`src/rtl/regfile_writeback_arbiter_pkg.sv`:
```
// wb_pkg: shared widths, FIFO entry type and index decode
// for the register file write-back path.
package wb_pkg;

  localparam int DATA_W   = 16;
  localparam int REG_W    = 4;
  localparam int NUM_REGS = 16;

  typedef struct packed {
    logic [REG_W-1:0]  idx;
    logic [DATA_W-1:0] data;
  } wb_entry_t;

  function automatic logic [NUM_REGS-1:0] reg_onehot(
    input logic [REG_W-1:0] r
  );
    logic [NUM_REGS-1:0] m;
    m    = '0;
    m[r] = 1'b1;
    return m;
  endfunction

endpackage

```
`src/rtl/regfile_writeback_arbiter_if.sv`:
```
// Producer offers (ALU, load path) and the register
// file write port of the write-back arbiter.
interface regfile_writeback_arbiter_if;
  import wb_pkg::*;

  logic              Alu_Valid;
  logic [REG_W-1:0]  Alu_Reg;
  logic [DATA_W-1:0] Alu_Data;
  logic              Alu_Ready;

  logic              Mem_Valid;
  logic [REG_W-1:0]  Mem_Reg;
  logic [DATA_W-1:0] Mem_Data;
  logic              Mem_Ready;

  logic [REG_W-1:0]  Write_Reg;
  logic [DATA_W-1:0] Write_Data;
  logic              RegWrite;

  modport slave (
    input  Alu_Valid, Alu_Reg, Alu_Data,
    input  Mem_Valid, Mem_Reg, Mem_Data,
    output Alu_Ready, Mem_Ready,
    output Write_Reg, Write_Data, RegWrite
  );

  modport master (
    output Alu_Valid, Alu_Reg, Alu_Data,
    output Mem_Valid, Mem_Reg, Mem_Data,
    input  Alu_Ready, Mem_Ready,
    input  Write_Reg, Write_Data, RegWrite
  );

endinterface

```
`src/rtl/regfile_writeback_arbiter_fifo.sv`:
```
// wb_fifo: circular FIFO of write-back entries with
// per-slot and oldest-first views for scanning.
module wb_fifo
  import wb_pkg::*;
#(
  parameter int DEPTH = 4
) (
  input  logic                       Clk,
  input  logic                       Rst,
  input  logic                       push_i,
  input  wb_entry_t                  wr_entry_i,
  input  logic                       pop_i,
  output logic [$clog2(DEPTH):0]     count_o,
  output logic [DEPTH-1:0]           slot_valid_o,
  output wb_entry_t                  slot_entry_o [DEPTH],
  output logic [DEPTH-1:0]           age_valid_o,
  output wb_entry_t                  age_entry_o [DEPTH]
);

  localparam int PW = $clog2(DEPTH);
  localparam int CW = PW + 1;

  wb_entry_t        mem_q [DEPTH];
  logic [PW-1:0]    rd_ptr_q, rd_ptr_d;
  logic [PW-1:0]    wr_ptr_q, wr_ptr_d;
  logic [CW-1:0]    count_q, count_d;
  logic             do_push, do_pop;

  assign do_push = push_i && (count_q < CW'(DEPTH));
  assign do_pop  = pop_i && (count_q != '0);
  assign count_o = count_q;

  // Pointer and occupancy next-state.
  always_comb begin
    rd_ptr_d = rd_ptr_q;
    wr_ptr_d = wr_ptr_q;
    count_d  = count_q;
    if (do_push) wr_ptr_d = wr_ptr_q + 1'b1;
    if (do_pop)  rd_ptr_d = rd_ptr_q + 1'b1;
    count_d = count_q + CW'(do_push) - CW'(do_pop);
  end

  // Pointer and occupancy registers.
  always_ff @(posedge Clk or posedge Rst) begin
    if (Rst) begin
      rd_ptr_q <= '0;
      wr_ptr_q <= '0;
      count_q  <= '0;
    end else begin
      rd_ptr_q <= rd_ptr_d;
      wr_ptr_q <= wr_ptr_d;
      count_q  <= count_d;
    end
  end

  // Entry storage, written at the tail.
  always_ff @(posedge Clk or posedge Rst) begin
    if (Rst) begin
      for (int i = 0; i < DEPTH; i++)
        mem_q[i] <= '0;
    end else if (do_push) begin
      mem_q[wr_ptr_q] <= wr_entry_i;
    end
  end

  // Slot view and oldest-first view of the storage.
  always_comb begin
    logic [PW-1:0] off;
    for (int i = 0; i < DEPTH; i++) begin
      off             = PW'(i) - rd_ptr_q;
      slot_valid_o[i] = CW'(off) < count_q;
      slot_entry_o[i] = mem_q[i];
      age_valid_o[i]  = CW'(i) < count_q;
      age_entry_o[i]  = mem_q[rd_ptr_q + PW'(i)];
    end
  end

endmodule

```
`src/rtl/regfile_writeback_arbiter.sv`:
```
// Write-back arbiter: ALU/load accept, r0 filter, FIFO,
// flopped RF write port, pending mask. Option: WB_FORWARD_EN.
module regfile_writeback_arbiter
  import wb_pkg::*;
#(
  parameter int DEPTH = 4
) (
  input  logic                       Clk,
  input  logic                       Rst,
  regfile_writeback_arbiter_if.slave bus,
  input  logic                       Wb_Hold,
  output logic [NUM_REGS-1:0]        Pending_Mask,
  output logic                       Empty
`ifdef WB_FORWARD_EN
  ,
  input  logic [REG_W-1:0]           Fwd_Reg,
  output logic                       Fwd_Hit,
  output logic [DATA_W-1:0]          Fwd_Data
`endif
);

  localparam int CW = $clog2(DEPTH) + 1;

  logic [CW-1:0]     count;
  logic [DEPTH-1:0]  slot_valid;
  wb_entry_t         slot_entry [DEPTH];
  logic [DEPTH-1:0]  age_valid;
  wb_entry_t         age_entry [DEPTH];

  logic              not_full;
  logic              mem_acc, alu_acc;
  wb_entry_t         in_entry;
  logic              push, pop;

  logic [REG_W-1:0]  wreg_q, wreg_d;
  logic [DATA_W-1:0] wdata_q, wdata_d;
  logic              rw_q, rw_d;

  // Readies look only at pre-pop occupancy.
  assign not_full      = count < CW'(DEPTH);
  assign bus.Mem_Ready = not_full;
  assign bus.Alu_Ready = not_full && !bus.Mem_Valid;

  assign mem_acc = bus.Mem_Valid && not_full;
  assign alu_acc = bus.Alu_Valid && not_full
                   && !bus.Mem_Valid;

  // Select the accepted offer; r0 writes are dropped.
  always_comb begin
    in_entry = '0;
    push     = 1'b0;
    if (mem_acc) begin
      in_entry.idx  = bus.Mem_Reg;
      in_entry.data = bus.Mem_Data;
    end else begin
      in_entry.idx  = bus.Alu_Reg;
      in_entry.data = bus.Alu_Data;
    end
    push = (mem_acc || alu_acc) && (in_entry.idx != '0);
  end

  assign pop = !Wb_Hold && age_valid[0];

  wb_fifo #(.DEPTH(DEPTH)) u_fifo (
    .Clk          (Clk),
    .Rst          (Rst),
    .push_i       (push),
    .wr_entry_i   (in_entry),
    .pop_i        (pop),
    .count_o      (count),
    .slot_valid_o (slot_valid),
    .slot_entry_o (slot_entry),
    .age_valid_o  (age_valid),
    .age_entry_o  (age_entry)
  );

  // Output stage next-state: load head on pop, else hold.
  always_comb begin
    wreg_d  = wreg_q;
    wdata_d = wdata_q;
    rw_d    = pop;
    if (pop) begin
      wreg_d  = age_entry[0].idx;
      wdata_d = age_entry[0].data;
    end
  end

  // Output stage registers feeding the RF write port.
  always_ff @(posedge Clk or posedge Rst) begin
    if (Rst) begin
      wreg_q  <= '0;
      wdata_q <= '0;
      rw_q    <= 1'b0;
    end else begin
      wreg_q  <= wreg_d;
      wdata_q <= wdata_d;
      rw_q    <= rw_d;
    end
  end

  assign bus.Write_Reg  = wreg_q;
  assign bus.Write_Data = wdata_q;
  assign bus.RegWrite   = rw_q;
  assign Empty          = (count == '0) && !rw_q;

  // Registers with a write queued or on the port.
  always_comb begin
    Pending_Mask = '0;
    for (int i = 0; i < DEPTH; i++)
      if (slot_valid[i])
        Pending_Mask |= reg_onehot(slot_entry[i].idx);
    if (rw_q)
      Pending_Mask |= reg_onehot(wreg_q);
    Pending_Mask[0] = 1'b0;
  end

`ifdef WB_FORWARD_EN
  // Youngest match wins; output stage is the oldest.
  always_comb begin
    Fwd_Hit  = 1'b0;
    Fwd_Data = '0;
    if (rw_q && (wreg_q == Fwd_Reg)) begin
      Fwd_Hit  = 1'b1;
      Fwd_Data = wdata_q;
    end
    for (int k = 0; k < DEPTH; k++) begin
      if (age_valid[k] && (age_entry[k].idx == Fwd_Reg)) begin
        Fwd_Hit  = 1'b1;
        Fwd_Data = age_entry[k].data;
      end
    end
    if (Fwd_Reg == '0) begin
      Fwd_Hit  = 1'b0;
      Fwd_Data = '0;
    end
  end
`endif

endmodule

```
`src/flat_wrapper.sv`:
```
// flat-port wrapper written by rule: the top's interface ports become plain ports
module regfile_writeback_arbiter_flat import wb_pkg::*;
#(
  parameter int DEPTH = 4
)
  (Clk, Rst, Wb_Hold, Pending_Mask, Empty, bus_Alu_Valid, bus_Alu_Reg, bus_Alu_Data, bus_Mem_Valid, bus_Mem_Reg, bus_Mem_Data, bus_Alu_Ready, bus_Mem_Ready, bus_Write_Reg, bus_Write_Data, bus_RegWrite);
  regfile_writeback_arbiter_if bus_i ();
  input  logic Clk;
  input  logic Rst;
  input  logic Wb_Hold;
  output logic [NUM_REGS-1:0] Pending_Mask;
  output logic Empty;
  input wire logic [$bits(bus_i.Alu_Valid)-1:0] bus_Alu_Valid;
  input wire logic [$bits(bus_i.Alu_Reg)-1:0] bus_Alu_Reg;
  input wire logic [$bits(bus_i.Alu_Data)-1:0] bus_Alu_Data;
  input wire logic [$bits(bus_i.Mem_Valid)-1:0] bus_Mem_Valid;
  input wire logic [$bits(bus_i.Mem_Reg)-1:0] bus_Mem_Reg;
  input wire logic [$bits(bus_i.Mem_Data)-1:0] bus_Mem_Data;
  output wire logic [$bits(bus_i.Alu_Ready)-1:0] bus_Alu_Ready;
  output wire logic [$bits(bus_i.Mem_Ready)-1:0] bus_Mem_Ready;
  output wire logic [$bits(bus_i.Write_Reg)-1:0] bus_Write_Reg;
  output wire logic [$bits(bus_i.Write_Data)-1:0] bus_Write_Data;
  output wire logic [$bits(bus_i.RegWrite)-1:0] bus_RegWrite;
  assign bus_i.Alu_Valid = bus_Alu_Valid;
  assign bus_i.Alu_Reg = bus_Alu_Reg;
  assign bus_i.Alu_Data = bus_Alu_Data;
  assign bus_i.Mem_Valid = bus_Mem_Valid;
  assign bus_i.Mem_Reg = bus_Mem_Reg;
  assign bus_i.Mem_Data = bus_Mem_Data;
  assign bus_Alu_Ready = bus_i.Alu_Ready;
  assign bus_Mem_Ready = bus_i.Mem_Ready;
  assign bus_Write_Reg = bus_i.Write_Reg;
  assign bus_Write_Data = bus_i.Write_Data;
  assign bus_RegWrite = bus_i.RegWrite;
  regfile_writeback_arbiter #(.DEPTH(DEPTH)) u_core (.Clk(Clk), .Rst(Rst), .bus(bus_i), .Wb_Hold(Wb_Hold), .Pending_Mask(Pending_Mask), .Empty(Empty));
endmodule
```
`config.mk`:
```
export PLATFORM = sky130hd
export DESIGN_NAME = regfile_writeback_arbiter_flat
export DESIGN_NICKNAME = d
export VERILOG_FILES = /design/src/rtl/regfile_writeback_arbiter_pkg.sv /design/src/rtl/regfile_writeback_arbiter_if.sv /design/src/rtl/regfile_writeback_arbiter_fifo.sv /design/src/rtl/regfile_writeback_arbiter.sv /design/src/flat_wrapper.sv
export SDC_FILE = /design/constraint.sdc
export NUM_CORES = 1
export LEC_CHECK = 0
export CORE_UTILIZATION = 60
export CTS_CLUSTER_SIZE = 40
export DETAILED_ROUTE_END_ITERATION = 6
export DONT_BUFFER_PORTS = 1
export GPL_ROUTABILITY_DRIVEN = 0
export PLACE_DENSITY = 0.87
export REMOVE_ABC_BUFFERS = 1
export SYNTH_ARGS = -nofsm -noshare
export SYNTH_HDL_FRONTEND = slang
export SYNTH_HIERARCHICAL = 1
export SYNTH_SLANG_ARGS = --single-unit
```
`constraint.sdc`:
```
create_clock -name Clk -period 3.4 [get_ports Clk]
set_input_delay 0.51 -clock Clk [delete_from_list [all_inputs] [get_ports Clk]]
set_output_delay 0.51 -clock Clk [all_outputs]
set_load 0.01 [all_outputs]
```
Yosys cells after proc, flatten, opt, wreduce, memory -nomap -nowiden
Index checks and enable logic that the tools add are counted.
{"block": "totals", "input_bits": 45, "register_bits": 108, "wordCells": 91, "out_inout_bits": 40}
{"block": "classes", "addsub": 8, "n_bitwise": 6, "mux": 22, "magnitude_cmp": 19, "reduce_logical": 22}
{"operator": "bitwise mux 80 bit", "count": 1}
{"operator": "two-way mux 16 bit", "count": 5}
{"operator": "two-way mux 20 bit", "count": 4}
{"operator": "OR 16 bit", "count": 4}
{"operator": "binary-select mux 20 bit (select 2 bit)", "count": 1}
{"operator": "demux 20 bit (select 2 bit)", "count": 1}
{"operator": "< comparator 4 x 5 -> 1 bit (second input constant)", "count": 5}
{"operator": "demux 1 bit (select 4 bit)", "count": 5}
{"operator": "greater-or-equal comparator 4 x 1 -> 1 bit (second input constant)", "count": 5}
{"operator": "logical AND 1 bit", "count": 15}
{"operator": "< comparator 2 x 3 -> 1 bit", "count": 4}
{"operator": "greater-or-equal comparator 3 bit (second input constant)", "count": 2}
{"operator": "NOT 2 -> 3 bit", "count": 2}
{"operator": "two-way mux 1 bit", "count": 5}
{"operator": "adder 2 x 1 -> 2 bit (second input constant)", "count": 2}
{"operator": "nonzero test 4 bit", "count": 1}
{"operator": "subtractor 1 x 2 -> 2 bit (first input constant)", "count": 2}
{"operator": "subtractor 2 bit (first input constant)", "count": 2}
{"operator": "adder 3 x 1 -> 3 bit", "count": 1}
{"operator": "logical NOT 1 bit", "count": 3}
{"operator": "logical NOT 3 bit", "count": 1}
{"operator": "< comparator 1 x 3 -> 1 bit (first input constant)", "count": 1}
{"operator": "< comparator 3 x 1 -> 1 bit (second input constant)", "count": 1}
{"operator": "< comparator 3 bit (second input constant)", "count": 1}
{"operator": "other kinds (3)", "count": 3}

Depth between registers and ports, before layout
Gate-level depths: netlist of run 1.
{"block": "logic_depth", "word_depth": 13, "mapped_depth": 12, "depth_no_buf": 10}

By module
The synthesis of run 1 kept the hierarchy.
{"mod": "wb_fifo", "seq_area_each_um2": 2177.1, "area_per_inst_um2": 5455.2, "instances": 1, "cells_per_inst": 326}
{"mod": "regfile_writeback_arbiter", "seq_area_each_um2": 525.5, "area_per_inst_um2": 1759.2, "instances": 1, "cells_per_inst": 187}

Worst setup path before layout of run 1
No wires, ideal clock.
{"block": "synth_timing", "path_type": "register to output", "startpoint": "register u_core.u_fifo.rd_ptr_q[0]", "endpoint": "output Pending_Mask[8]", "n_path_buf": 4, "setup_slack_ns": 0.608, "required_time_ns": 2.890, "stages_incl_launch_ff": 13, "t_arrival_ns": 2.282, "path_cell_list": "dfrtp_1 buf_6 buf_12 buf_8 buf_6 xor2_1 inv_1 ha_1 a21o_1 nand2_1 nand3b_1 nor2_1 or4_1"}
{"block": "synth_via", "elab_cells_between_ends": 17}
{"item": "start, declared", "line_no": "regfile_writeback_arbiter_fifo.sv:24", "rtl": "logic [PW-1:0] rd_ptr_q, rd_ptr_d;"}
{"item": "start signal, assigned", "line_no": "regfile_writeback_arbiter_fifo.sv:50", "rtl": "rd_ptr_q <= rd_ptr_d;"}
{"item": "subtractor 2 bit (*)", "line_no": "regfile_writeback_arbiter_fifo.sv:70", "rtl": "off = PW'(i) - rd_ptr_q;"}
{"item": "< comparator 2 x 3 -> 1 bit (*)", "line_no": "regfile_writeback_arbiter_fifo.sv:71", "rtl": "slot_valid_o[i] = CW'(off) < count_q;"}
{"item": "named net u_core.slot_valid[2]", "line_no": "regfile_writeback_arbiter.sv:25", "rtl": "logic [DEPTH-1:0] slot_valid;"}
{"item": "two-way mux 16 bit (*)", "line_no": "regfile_writeback_arbiter.sv:110", "rtl": "if (slot_valid[i])"}
{"item": "OR 16 bit", "line_no": "regfile_writeback_arbiter.sv:111", "rtl": "Pending_Mask |= reg_onehot(slot_entry[i].idx);"}
{"item": "two-way mux 16 bit (*)", "line_no": "regfile_writeback_arbiter.sv:110"}
{"item": "OR 16 bit", "line_no": "regfile_writeback_arbiter.sv:113", "rtl": "Pending_Mask |= reg_onehot(wreg_q);"}
{"item": "two-way mux 16 bit (*)", "line_no": "regfile_writeback_arbiter.sv:112", "rtl": "if (rw_q)"}
{"item": "end, declared", "line_no": "flat_wrapper.sv:11", "rtl": "output logic [NUM_REGS-1:0] Pending_Mask;"}
Mark *: on every way through the listed nets, which the timed path passes. The rest lies on a longest branch.

Worst setup path in the final report of run 1
{"block": "layout_timing", "startpoint": "register u_core.u_fifo.count_q[1], in the netlist u_core/u_fifo/count_o[1]", "endpoint": "output Pending_Mask[3]"}
{"block": "layout_via", "elab_cells_between_ends": 13}
{"item": "start, declared", "line_no": "regfile_writeback_arbiter_fifo.sv:26", "rtl": "logic [CW-1:0] count_q, count_d;"}
{"item": "start signal, assigned", "line_no": "regfile_writeback_arbiter_fifo.sv:52", "rtl": "count_q <= count_d;"}
{"item": "< comparator 2 x 3 -> 1 bit (*)", "line_no": "regfile_writeback_arbiter_fifo.sv:71"}
{"item": "named net u_core.slot_valid[3]", "line_no": "regfile_writeback_arbiter.sv:25"}
{"item": "two-way mux 16 bit (*)", "line_no": "regfile_writeback_arbiter.sv:110"}
{"item": "OR 16 bit", "line_no": "regfile_writeback_arbiter.sv:113"}
{"item": "two-way mux 16 bit (*)", "line_no": "regfile_writeback_arbiter.sv:112"}
Marked as above.

==> qor_table.md, run 1 <==
| Parameter | This run | Unit |
| --- | --- | --- |
| Worst reg-to-reg setup slack | 1060 | ps |
| Max frequency | 335.0 | MHz |
| Path category of the worst min-delay check | in2async | - |
| Worst r2r path cells | 8 | - |
| YS warnings | 6 | - |
| Critical-path maximum fanout | 6 | - |
| Antenna Nets Post-Route | 0 | - |
| WP data arrival | 2480 | ps |
| Met2 capacity usage during global routing | 41.99 | % |
| Overall die area | 0.01004 | mm2 |
| H-Tree Depth | 3 | - |
| Horizontal extent of the die | 100.2 | um |
| Clock tree root driver cell | sky130_fd_sc_hd__clkbuf_8 | - |
| Total Power Consumption | 6008 | uW |
| Required time at the worst-slack endpoint | 2890 | ps |
| Lkg Pwr | 0.002555 | uW |
| Synth-to-Final Area Change | 3.569 | % |
| Number of resized instances in the post-cts repair step | 0 | - |
| Number of fillers in the final layout | 730 | - |
| Met1 GRT Util | 32.90 | % |
| Aggregate global-route resource usage | 25.20 | % |
| Library cell contributing the largest single delay on the critical path | sky130_fd_sc_hd__dfrtp_1 | - |
| Antenna violations before repair | 0 | - |
| End-of-flow core utilization | 64.53 | % |
| Inserted Clock Buffers | 9 | - |
| Terminus of the critical flop-to-flop path | u_core/u_fifo/count_o[2] | - |
| Cell Area, Placed | 0.005807 | mm2 |
| Vias | 3643 | - |
| Busiest layer in global routing | met2 | - |
| HPWL Detailed | 8.059 | mm |
| Critical path endpoint category | output port | - |
| Run status | completed | - |
| Number of failing setup endpoints in the final timing report | 0 | - |
| Die H | 100.2 | um |
| Clock latency at the later pin of the worst-skew pair | 360 | ps |
| Headroom to the max-slew limit | 23.80 | % |
| Ratio of cells with drive above 1 in the final layout | 37.67 | % |
| Number of cells produced by synthesis | 441 | - |
| Pin count of the biggest net entering global routing | 68 | - |
| Num ports | 85 | - |
| Final instance area | 0.005991 | mm2 |
| Number of hold-slack violations in the final timing report | 0 | - |
| Antenna fix cells | 0 | - |
| Delay of the slowest critical-path stage | 410 | ps |
| Period utilisation layout | 87.80 | % |
| DRT iter0 DRCs | 173 | - |
| Worst vdd ir | 516.9 | uV |
| Total power density per cell area | 1003 | mW/mm2 |
| Sequential cell area | 0.002703 | mm2 |
| Post-detailed-route DRC marker count | 0 | - |
| # Max-Cap Violations | 0 | - |
| Startpoint of the most critical setup path | u_core/u_fifo/count_o[1] | - |
| Number of sinks handled by clock tree synthesis | 108 | - |
| Post-synthesis instance area | 0.005784 | mm2 |
| Routed wire length | 11.86 | mm |
| Hold-fix buffers at CTS | 0 | - |
| Launch point of the worst reg-to-reg path | u_core/u_fifo/count_o[2] | - |
| Global-route wire length before repair | 19.04 | mm |
| Buffers on Ports | 0 | - |
| Total overflow reported by the global router | 0 | - |
| Total negative slack for setup checks | 0 | ps |
| Worst-margin pin slew | 1142 | ps |
| Setup repair after global routing missed its margin | false | - |
| Critical path type | reg2out | - |
| Final critical path time including I/O delays and setup | 2985 | ps |
| Cell-by-cell listing of the critical path | inv_1 -> ha_1 -> a21boi_0 -> o21ai_0 -> nor3b_1 -> a32oi_1 -> nand4_1 | - |
| CTS tree | done | - |
| Startpoint type of the worst setup path | flop | - |
| Core Footprint | 0.009284 | mm2 |
| Detail-routed net length per standard cell | 20.92 | um |
| Max-slew violation count | 0 | - |
| Number of vias per cell after detailed routing | 6.425 | - |
| Starting density of the core | 62.30 | % |
| Total area of multi-input combinational cells | 0.002825 | mm2 |
| Synthesized area per cell | 13.12 | um2 |
| Clock-pin slew on the worst setup and hold paths | 110 | ps |
| Worst hold margin | 256.0 | ps |
| Largest clock skew in the final design | 16.23 | ps |
| Met3 GRT Util | 5.571 | % |
| Maximum root-to-sink buffer count | 2 | - |
| Final net count | 490 | - |
| Number of global-route vias before repair | 3709 | - |
| Number of placement rows | 35 | - |
| Initial DRT Pass Iterations | 5 | - |
| Number of setup buffers added after CTS | 0 | - |
==> layout make-up <==
class | instances | share of cell area [%]
clock buffers | 9 | 2.068
clock inverters | 7 | 1.003
inverters | 15 | 0.9607
multi-input cells | 291 | 47.16
flip-flops and latches | 108 | 45.11
well taps | 129 | 2.694
repair buffers | 8 | 1.003
==> metrics by stage <==
step / worst slack [ps] / cells
after floorplan: 395.5 / 414
after global placement: 928.5 / 551
after detailed placement: 820.1 / 551
after CTS: 407.8 / 567
after global routing: 257.3 / 567
final: 414.6 / 567
==> worst max path at each step <==
stage,endpoint,depth (start not counted)
6_report,Pending_Mask[3],7
2_1_floorplan,u_core/u_fifo/count_o[2],10
3_3_place_gp,u_core/u_fifo/count_o[2],10
3_5_place_dp,Pending_Mask[3],7
5_1_grt,Pending_Mask[8],6
4_1_cts,Pending_Mask[3],7
==> metal layers <==
layer  vias up  share of wire (%)
li1       1607                  -
met3        28                6.1
met4         0                1.8
met1      1847                 41
met2       161                 51
met5         -                  0
==> sequential cells by signal, summed over array words and instances (netlist names) <==
register,cells
u_core/bus.RegWrite,1
u_core/bus.Write_Reg,4
u_core/bus.Write_Data,16
u_core/u_fifo/count_o,3
u_core/u_fifo/slot_entry_o,80
u_core/u_fifo/rd_ptr_q,2
u_core/u_fifo/wr_ptr_q,2
==> power by group <==
group          total [uW]  internal, uW  switching [uW]
Clock                 722           278             445
Combinational        2740          1460            1280
Sequential           2550          1930             620
==> worst max-delay path, delay by kind of cell (launching register included) <==
family | cells | cell delay [ps]
fa+ha+maj | 1 | 280
flops | 1 | 410
simple gates | 2 | 600
compound gates | 3 | 630
buf+inv | 1 | 190
==> layout by cell type, fill, tap and decap left out, drive strengths merged, types with 4 or more instances in the layout <==
master and instances:
or3 10, clkbuf 9, nand2b 16, mux2 120, nor2b 4, mux4 20, nor2 9, buf 8
nor3b 6, nor3 5, clkinv 4, o22ai 17, nand3b 9, inv 16, o32ai 5, ha 11
dfrtp 108, nand3 8, nand2 17
(Power assumes the default switching activity.)
==> inputs of run 2 (changes only) <==
--- a/config.mk
+++ b/config.mk
@@ -5,6 +5,7 @@
 export SDC_FILE = /design/constraint.sdc
 export NUM_CORES = 1
 export LEC_CHECK = 0
+export CORE_MARGIN = 1.5
 export CORE_UTILIZATION = 60
 export CTS_CLUSTER_SIZE = 40
 export DETAILED_ROUTE_END_ITERATION = 6
==> run 2 against run 1 <==
  * Global-route usage is 0.53 points lower
  * Clock skew is 3.5 ps lower
  * Clock power is 11% higher
  * Combinational power hardly changed
  * Largest cell class unchanged
  * Non-clock buffer count stayed put
  * Critical endpoint unchanged
  * Setup slack worse by 14 ps
  * Hold slack worse by 3.7 ps
  * Routed wire length is 0.51% lower
  * Cell count stayed put
==> qor_table.md, run 2 (synthesis results as in run 1) <==
| Parameter | This run | Unit | Change |
| --- | --- | --- | --- |
| Run status | completed | - |  |
| Core Footprint | 0.009284 | mm2 | unchanged |
| Number of vias per cell after detailed routing | 6.459 | - | +0.52% |
| DRT iter0 DRCs | 244 | - | +41% |
| Hold-fix buffers at CTS | 0 | - | unchanged |
| Setup repair after global routing missed its margin | false | - |  |
| Pin count of the biggest net entering global routing | 67 | - | -1.5% |
| Commonest cells after routing, fill and taps aside | sky130_fd_sc_hd__mux2_2 (116), sky130_fd_sc_hd__dfrtp_1 (108), sky130_fd_sc_hd__mux4_2 (20), sky130_fd_sc_hd__nand2_1 (17), sky130_fd_sc_hd__o22ai_1 (17) | - |  |
| Final net count | 490 | - | unchanged |
| Antenna violations before repair | 0 | - | unchanged |
| Final critical path time including I/O delays and setup | 2999 | ps | +13.98 ps |
| CTS tree | done | - |  |
| Most common cell after layout, fill and taps aside | sky130_fd_sc_hd__mux2_2 | - |  |
| Initial DRT Pass Iterations | 6 | - | +1 |
| Die H | 101.2 | um | +1.0% |
| Total power density per cell area | 1014 | mW/mm2 | +1.1% |
| Vias | 3662 | - | +0.52% |
| Worst hold margin | 252.3 | ps | -3.715 ps |
| WP data arrival | 2490 | ps | about the same |
| Flip-flop count of the largest register after layout | 80 | - | unchanged |
| Worst vdd ir | 492.9 | uV | -4.7% |
| Number of sinks handled by clock tree synthesis | 108 | - | unchanged |
| # Max-Cap Violations | 0 | - | unchanged |
| Overall die area | 0.01024 | mm2 | +2.0% |
| Number of fillers in the final layout | 688 | - | -5.8% |
| Antenna fix cells | 0 | - | unchanged |
| Antenna Nets Post-Route | 0 | - | unchanged |
| Max-slew violation count | 0 | - | unchanged |
| Aggregate global-route resource usage | 24.67 | % | -0.53 points |
| Buffers on Ports | 0 | - | unchanged |
| Critical path type | reg2out | - |  |
| Total overflow reported by the global router | 0 | - | unchanged |
| Num ports | 85 | - | unchanged |
| Lkg Pwr | 0.002572 | uW | +0.70% |
| Required time at the worst-slack endpoint | 2890 | ps | about the same |
| Number of failing setup endpoints in the final timing report | 0 | - | unchanged |
| Startpoint type of the worst setup path | flop | - |  |
| Ratio of cells with drive above 1 in the final layout | 37.67 | % | unchanged |
| Starting density of the core | 62.30 | % | unchanged |
| Number of placement rows | 35 | - | unchanged |
| Clock-pin slew on the worst setup and hold paths | 100 | ps | about the same |
| Number of setup buffers added after CTS | 0 | - | unchanged |
| H-Tree Depth | 3 | - | unchanged |
| Post-detailed-route DRC marker count | 0 | - | unchanged |
| Inserted Clock Buffers | 9 | - | unchanged |
| Largest clock skew in the final design | 12.69 | ps | -3.541 ps |
| Number of global-route vias before repair | 3853 | - | +3.9% |
| Clock latency at the later pin of the worst-skew pair | 360 | ps | about the same |
| Clock tree root driver cell | sky130_fd_sc_hd__clkbuf_8 | - |  |
| Synth-to-Final Area Change | 3.980 | % |  |
| Critical path endpoint category | output port | - |  |
| HPWL Detailed | 8.069 | mm | +0.14% |
| Global-route wire length before repair | 19.31 | mm | +1.4% |
| Headroom to the max-slew limit | 26.83 | % | +3.0 points |
| Path category of the worst min-delay check | in2async | - |  |
| Critical-path maximum fanout | 6 | - | unchanged |
| Detail-routed net length per standard cell | 20.81 | um | -0.51% |
| Total negative slack for setup checks | 0 | ps | unchanged |
| Max frequency | 333.4 | MHz | -0.47% |
| Period utilisation layout | 88.22 | % | +0.41 points |
| Maximum root-to-sink buffer count | 2 | - | unchanged |
| Number of resized instances in the post-cts repair step | 0 | - | unchanged |
| Worst r2r path cells | 8 | - | unchanged |
| Number of hold-slack violations in the final timing report | 0 | - | unchanged |
| Horizontal extent of the die | 101.2 | um | +1.0% |
| Routed wire length | 11.80 | mm | -0.51% |
| Worst-margin pin slew | 1096 | ps | -45.39 ps |
[run 2: changes by cell type in the layout (fill, tap and decap cells not counted)]
| cell | change |
|---|---|
| sky130_fd_sc_hd__clkinvlp_4 | -2 |
| sky130_fd_sc_hd__bufinv_16 | +1 |
| sky130_fd_sc_hd__clkinv_4 | +1 |
[run 2: through the flow]
stage	std cells	instance area, um2	util (%)	setup WS [ps]	total power [uW]
detailed placement	551	5807	62.55	819.8	5300
floorplan	414	5582	-	395.5	4586
global route	567	6015	64.78	213.1	6496
finish	567	6015	64.78	400.7	6099
global placement	551	5807	62.55	931.3	5091
CTS	567	6015	64.78	407.0	6097
[run 2: critical path, cell delays in order, from the launching register on]
cell,delay (ps)
sky130_fd_sc_hd__dfrtp_1,410
sky130_fd_sc_hd__inv_1,200
sky130_fd_sc_hd__ha_1,280
sky130_fd_sc_hd__a21boi_0,130
sky130_fd_sc_hd__o21ai_0,350
sky130_fd_sc_hd__nor3b_1,400
sky130_fd_sc_hd__a32oi_1,160
sky130_fd_sc_hd__nand4_1,200
[run 2: path summary, 6_finish.rpt]
check / end / from / slack [ps]
setup / recovery: Pending_Mask[3] / u_core/u_fifo/count_o[1] / 400
hold / removal: u_core/u_fifo/slot_entry_o[15] / Rst / 250
setup reg to reg: u_core/u_fifo/count_o[2] / u_core/u_fifo/count_o[2] / 1100
hold reg to reg: u_core/u_fifo/slot_entry_o[27] / u_core/u_fifo/slot_entry_o[27] / 500
max in group asynchronous: u_core/u_fifo/slot_entry_o[5] / Rst / 2260
min in group Clk: u_core/u_fifo/slot_entry_o[27] / bus_Mem_Data[7] / 460
[run 2: power by group]
group          internal (uW)  total [uW]  switching, uW
combinational           1460        2760           1300
sequential              1920        2540            612
clock                    354         800            447
[run 2: cell type report]
type / count / area, um2 / share of cell area [%]
Multi-Input combinational cell: 291 / 2825 / 46.97
Sequential cell: 108 / 2703 / 44.93
Tap cell: 129 / 161.4 / 2.684
Clock buffer: 9 / 123.9 / 2.059
Clock inverter: 7 / 83.83 / 1.394
Timing Repair Buffer: 8 / 60.06 / 0.9985
Inverter: 15 / 57.56 / 0.9569
[run 2: per-layer routing]
layer | part of all wire (%) | up-vias | wire (um) | global-route usage, %
met5 | 0 | - | 0 | 0
met2 | 50 | 173 | 5955 | 42.75
met1 | 40 | 1819 | 4678 | 31.14
li1 | - | 1618 | - | -
met3 | 6.5 | 52 | 770 | 3.451
met4 | 3.4 | 0 | 396 | 10.90
==> inputs of run 3 (changes only) <==
--- a/config.mk
+++ b/config.mk
@@ -5,6 +5,7 @@
 export SDC_FILE = /design/constraint.sdc
 export NUM_CORES = 1
 export LEC_CHECK = 0
+export CAP_MARGIN = 20
 export CORE_MARGIN = 1.5
 export CORE_UTILIZATION = 60
 export CTS_CLUSTER_SIZE = 40
==> constraint.sdc (replaced) <==
create_clock -name Clk -period 3.7 [get_ports Clk]
set_input_delay 0.555 -clock Clk [delete_from_list [all_inputs] [get_ports Clk]]
set_output_delay 0.555 -clock Clk [all_outputs]
set_load 0.01 [all_outputs]
==> run 3 against run 2 <==
  * Design area is 1.1% higher
  * Clock skew is 4.3 ps lower
  * Global-route usage is 0.99 points higher
  * Combinational power is 7.6% lower
  * Largest power group unchanged
  * Utilization is 0.74 points higher
  * Sequential power is 7% lower
  * Clock power is 2% lower
  * First-iteration DRC count is 44% higher
  * Highest routed layer unchanged
  * Sequential cell count stayed put
  * Count of clock-buffer cells in the layout is 2 higher
  * Total power is 6.4% lower
==> qor_table.md, run 3 (synthesis results as in run 1) <==
| Parameter | This run | Unit | Change |
| --- | --- | --- | --- |
| Run status | completed | - |  |
| Pin count of the biggest net entering global routing | 63 | - | -6.0% |
| Max frequency | 322.6 | MHz |  |
| Critical path endpoint category | output port | - |  |
| Number of vias per cell after detailed routing | 6.630 | - | +2.7% |
| Headroom to the max-slew limit | 35.94 | % | +9.1 points |
| Aggregate global-route resource usage | 25.67 | % | +0.99 points |
| Number of setup buffers added after CTS | 0 | - | unchanged |
| Horizontal extent of the die | 101.2 | um | unchanged |
| Ratio of cells with drive above 1 in the final layout | 37.64 | % | about the same |
| Startpoint type of the worst setup path | flop | - |  |
| Number of hold-slack violations in the final timing report | 0 | - | unchanged |
| Setup repair after global routing missed its margin | false | - |  |
| End-of-flow core utilization | 65.53 | % | +0.74 points |
| Instance count after placement with tap cells included | 551 | - | unchanged |
| Flip-flop count of the largest register after layout | 80 | - | unchanged |
| Antenna fix cells | 0 | - | unchanged |
| Worst hold margin | 131.1 | ps | -121.2 ps |
| Total overflow reported by the global router | 0 | - | unchanged |
| Final critical path time including I/O delays and setup | 3099 | ps |  |
| Inserted Clock Buffers | 9 | - | unchanged |
| HPWL Detailed | 8.315 | mm | +3.0% |
| Final net count | 493 | - | +0.61% |
| CTS tree | done | - |  |
| # Max-Cap Violations | 0 | - | unchanged |
| Routed wire length | 12.54 | mm | +6.2% |
| Largest clock skew in the final design | 8.374 | ps | -4.313 ps |
| Required time at the worst-slack endpoint | 3140 | ps | +250 ps |
| Core Footprint | 0.009284 | mm2 | unchanged |
| H-Tree Depth | 3 | - | unchanged |
| Overall die area | 0.01024 | mm2 | unchanged |
| Number of failing setup endpoints in the final timing report | 0 | - | unchanged |
| WP data arrival | 2540 | ps | +50 ps |
| Buffers on Ports | 0 | - | unchanged |
| Worst vdd ir | 429.1 | uV | -13% |
| Synth-to-Final Area Change | 5.170 | % |  |
| Antenna violations before repair | 0 | - | unchanged |
| Critical path type | reg2out | - |  |
| Number of standard cells in the layout, taps in and fillers out | 570 | - | +0.53% |
| Number of sinks handled by clock tree synthesis | 108 | - | unchanged |
| Worst-margin pin slew | 958.6 | ps | -137.7 ps |
| Global-route wire length before repair | 20.02 | mm | +3.7% |
| Clock tree root driver cell | sky130_fd_sc_hd__clkbuf_8 | - |  |
| Starting density of the core | 62.30 | % | unchanged |
| Clock-pin slew on the worst setup and hold paths | 100 | ps | about the same |
| Vias | 3779 | - | +3.2% |
| Initial DRT Pass Iterations | 7 | - | +1 |
| Commonest cells after routing, fill and taps aside | sky130_fd_sc_hd__mux2_2 (116), sky130_fd_sc_hd__dfrtp_1 (108), sky130_fd_sc_hd__mux4_2 (20), sky130_fd_sc_hd__nand2_1 (17), sky130_fd_sc_hd__o22ai_1 (17) | - |  |
| Num ports | 85 | - | unchanged |
| Number of global-route vias before repair | 3938 | - | +2.2% |
| Critical-path maximum fanout | 7 | - | +1 |
| Detail-routed net length per standard cell | 22.00 | um | +5.7% |
| Lkg Pwr | 0.002603 | uW | +1.2% |
| Total power density per cell area | 937.9 | mW/mm2 | -7.5% |
| Max-slew violation count | 0 | - | unchanged |
| Die H | 101.2 | um | unchanged |
| Period utilisation layout | 83.77 | % |  |
| Number of fillers in the final layout | 672 | - | -2.3% |
| Path category of the worst min-delay check | in2async | - |  |
| Antenna Nets Post-Route | 0 | - | unchanged |
| Clock latency at the later pin of the worst-skew pair | 350 | ps | about the same |
| Total negative slack for setup checks | 0 | ps | unchanged |
| Maximum root-to-sink buffer count | 2 | - | unchanged |
| DRT iter0 DRCs | 351 | - | +44% |
| Number of placement rows | 35 | - | unchanged |
| Post-detailed-route DRC marker count | 0 | - | unchanged |
| Most common cell after layout, fill and taps aside | sky130_fd_sc_hd__mux2_2 | - |  |
==> run 3: cell count changes in the layout (fill, tap and decap cells not counted) <==
cell                            change
sky130_fd_sc_hd__buf_16             +1
sky130_fd_sc_hd__buf_8              +1
sky130_fd_sc_hd__bufinv_16          +1
sky130_fd_sc_hd__clkbuf_1           +1
sky130_fd_sc_hd__clkbuf_8           +1
sky130_fd_sc_hd__clkinv_4           -2
sky130_fd_sc_hd__dlygate4sd3_1      +1
sky130_fd_sc_hd__inv_6              +1
sky130_fd_sc_hd__inv_8              -2
==> run 3: through the flow <==
stage | area (um2) | power (uW) | setup slack, ps
floorplan | 5582 | 4214 | 685.5
global placement | 5807 | 4700 | 1079
detailed placement | 5807 | 4876 | 1013
CTS | 6031 | 5671 | 615.8
global route | 6083 | 6056 | 387.0
finish | 6083 | 5706 | 600.5
==> run 3: worst max-delay path: stages, from the launching register on <==
cell and delay (ps):
sky130_fd_sc_hd__dfrtp_1 550, sky130_fd_sc_hd__xor2_1 250, sky130_fd_sc_hd__inv_1 70, sky130_fd_sc_hd__ha_1 280
sky130_fd_sc_hd__a21o_1 160, sky130_fd_sc_hd__nand2_1 120, sky130_fd_sc_hd__nor3b_1 400, sky130_fd_sc_hd__a32oi_1 190
sky130_fd_sc_hd__nand4_1 190
==> run 3: power breakdown <==
group / internal [uW] / total, uW / switching (uW)
Clock: 403 / 781 / 378
Sequential: 1770 / 2370 / 603
Combinational: 1350 / 2550 / 1200
Total: 3530 / 5710 / 2180
==> run 3: final cells by class <==
type                            count  area [um2]  share of cell area [%]
Clock buffer                       11       141.4                   2.324
Clock inverter                      5       82.58                   1.357
Inverter                           15       57.56                  0.9461
Multi-Input combinational cell    291        2825                   46.44
Sequential cell                   108        2703                   44.43
Tap cell                          129       161.4                   2.653
Timing Repair Buffer               11       112.6                   1.851
==> run 3: worst paths after layout <==
check | slack (ps) | end | startpoint | depth (start not counted)
hold reg to reg | 500 | u_core/u_fifo/slot_entry_o[26] | u_core/u_fifo/slot_entry_o[26] | 1
max in group asynchronous | 2220 | u_core/u_fifo/slot_entry_o[26] | Rst | 4
setup / recovery | 600 | Pending_Mask[2] | u_core/u_fifo/rd_ptr_q[1] | 8
hold / removal | 130 | u_core/bus.Write_Data[15] | Rst | 1
min in group Clk | 500 | u_core/u_fifo/slot_entry_o[26] | u_core/u_fifo/slot_entry_o[26] | 1
setup reg to reg | 1070 | u_core/u_fifo/count_o[2] | u_core/u_fifo/count_o[2] | 11
==> run 3: metal layers <==
| metal | vias up | track usage, % | share of wire [%] |
|---|---|---|---|
| met4 | 0 | 11.22 | 3.2 |
| li1 | 1609 | - | - |
| met2 | 208 | 43.99 | 51 |
| met1 | 1900 | 31.99 | 39 |
| met3 | 62 | 4.969 | 7.1 |
| met5 | - | 0 | 0 |
==> run 3: repair_timing <==
action / in CTS / in global routing
endpoints found under the hold margin: 0 / 11
resized for setup: 0 / 0
hold buffers: 0 / 1
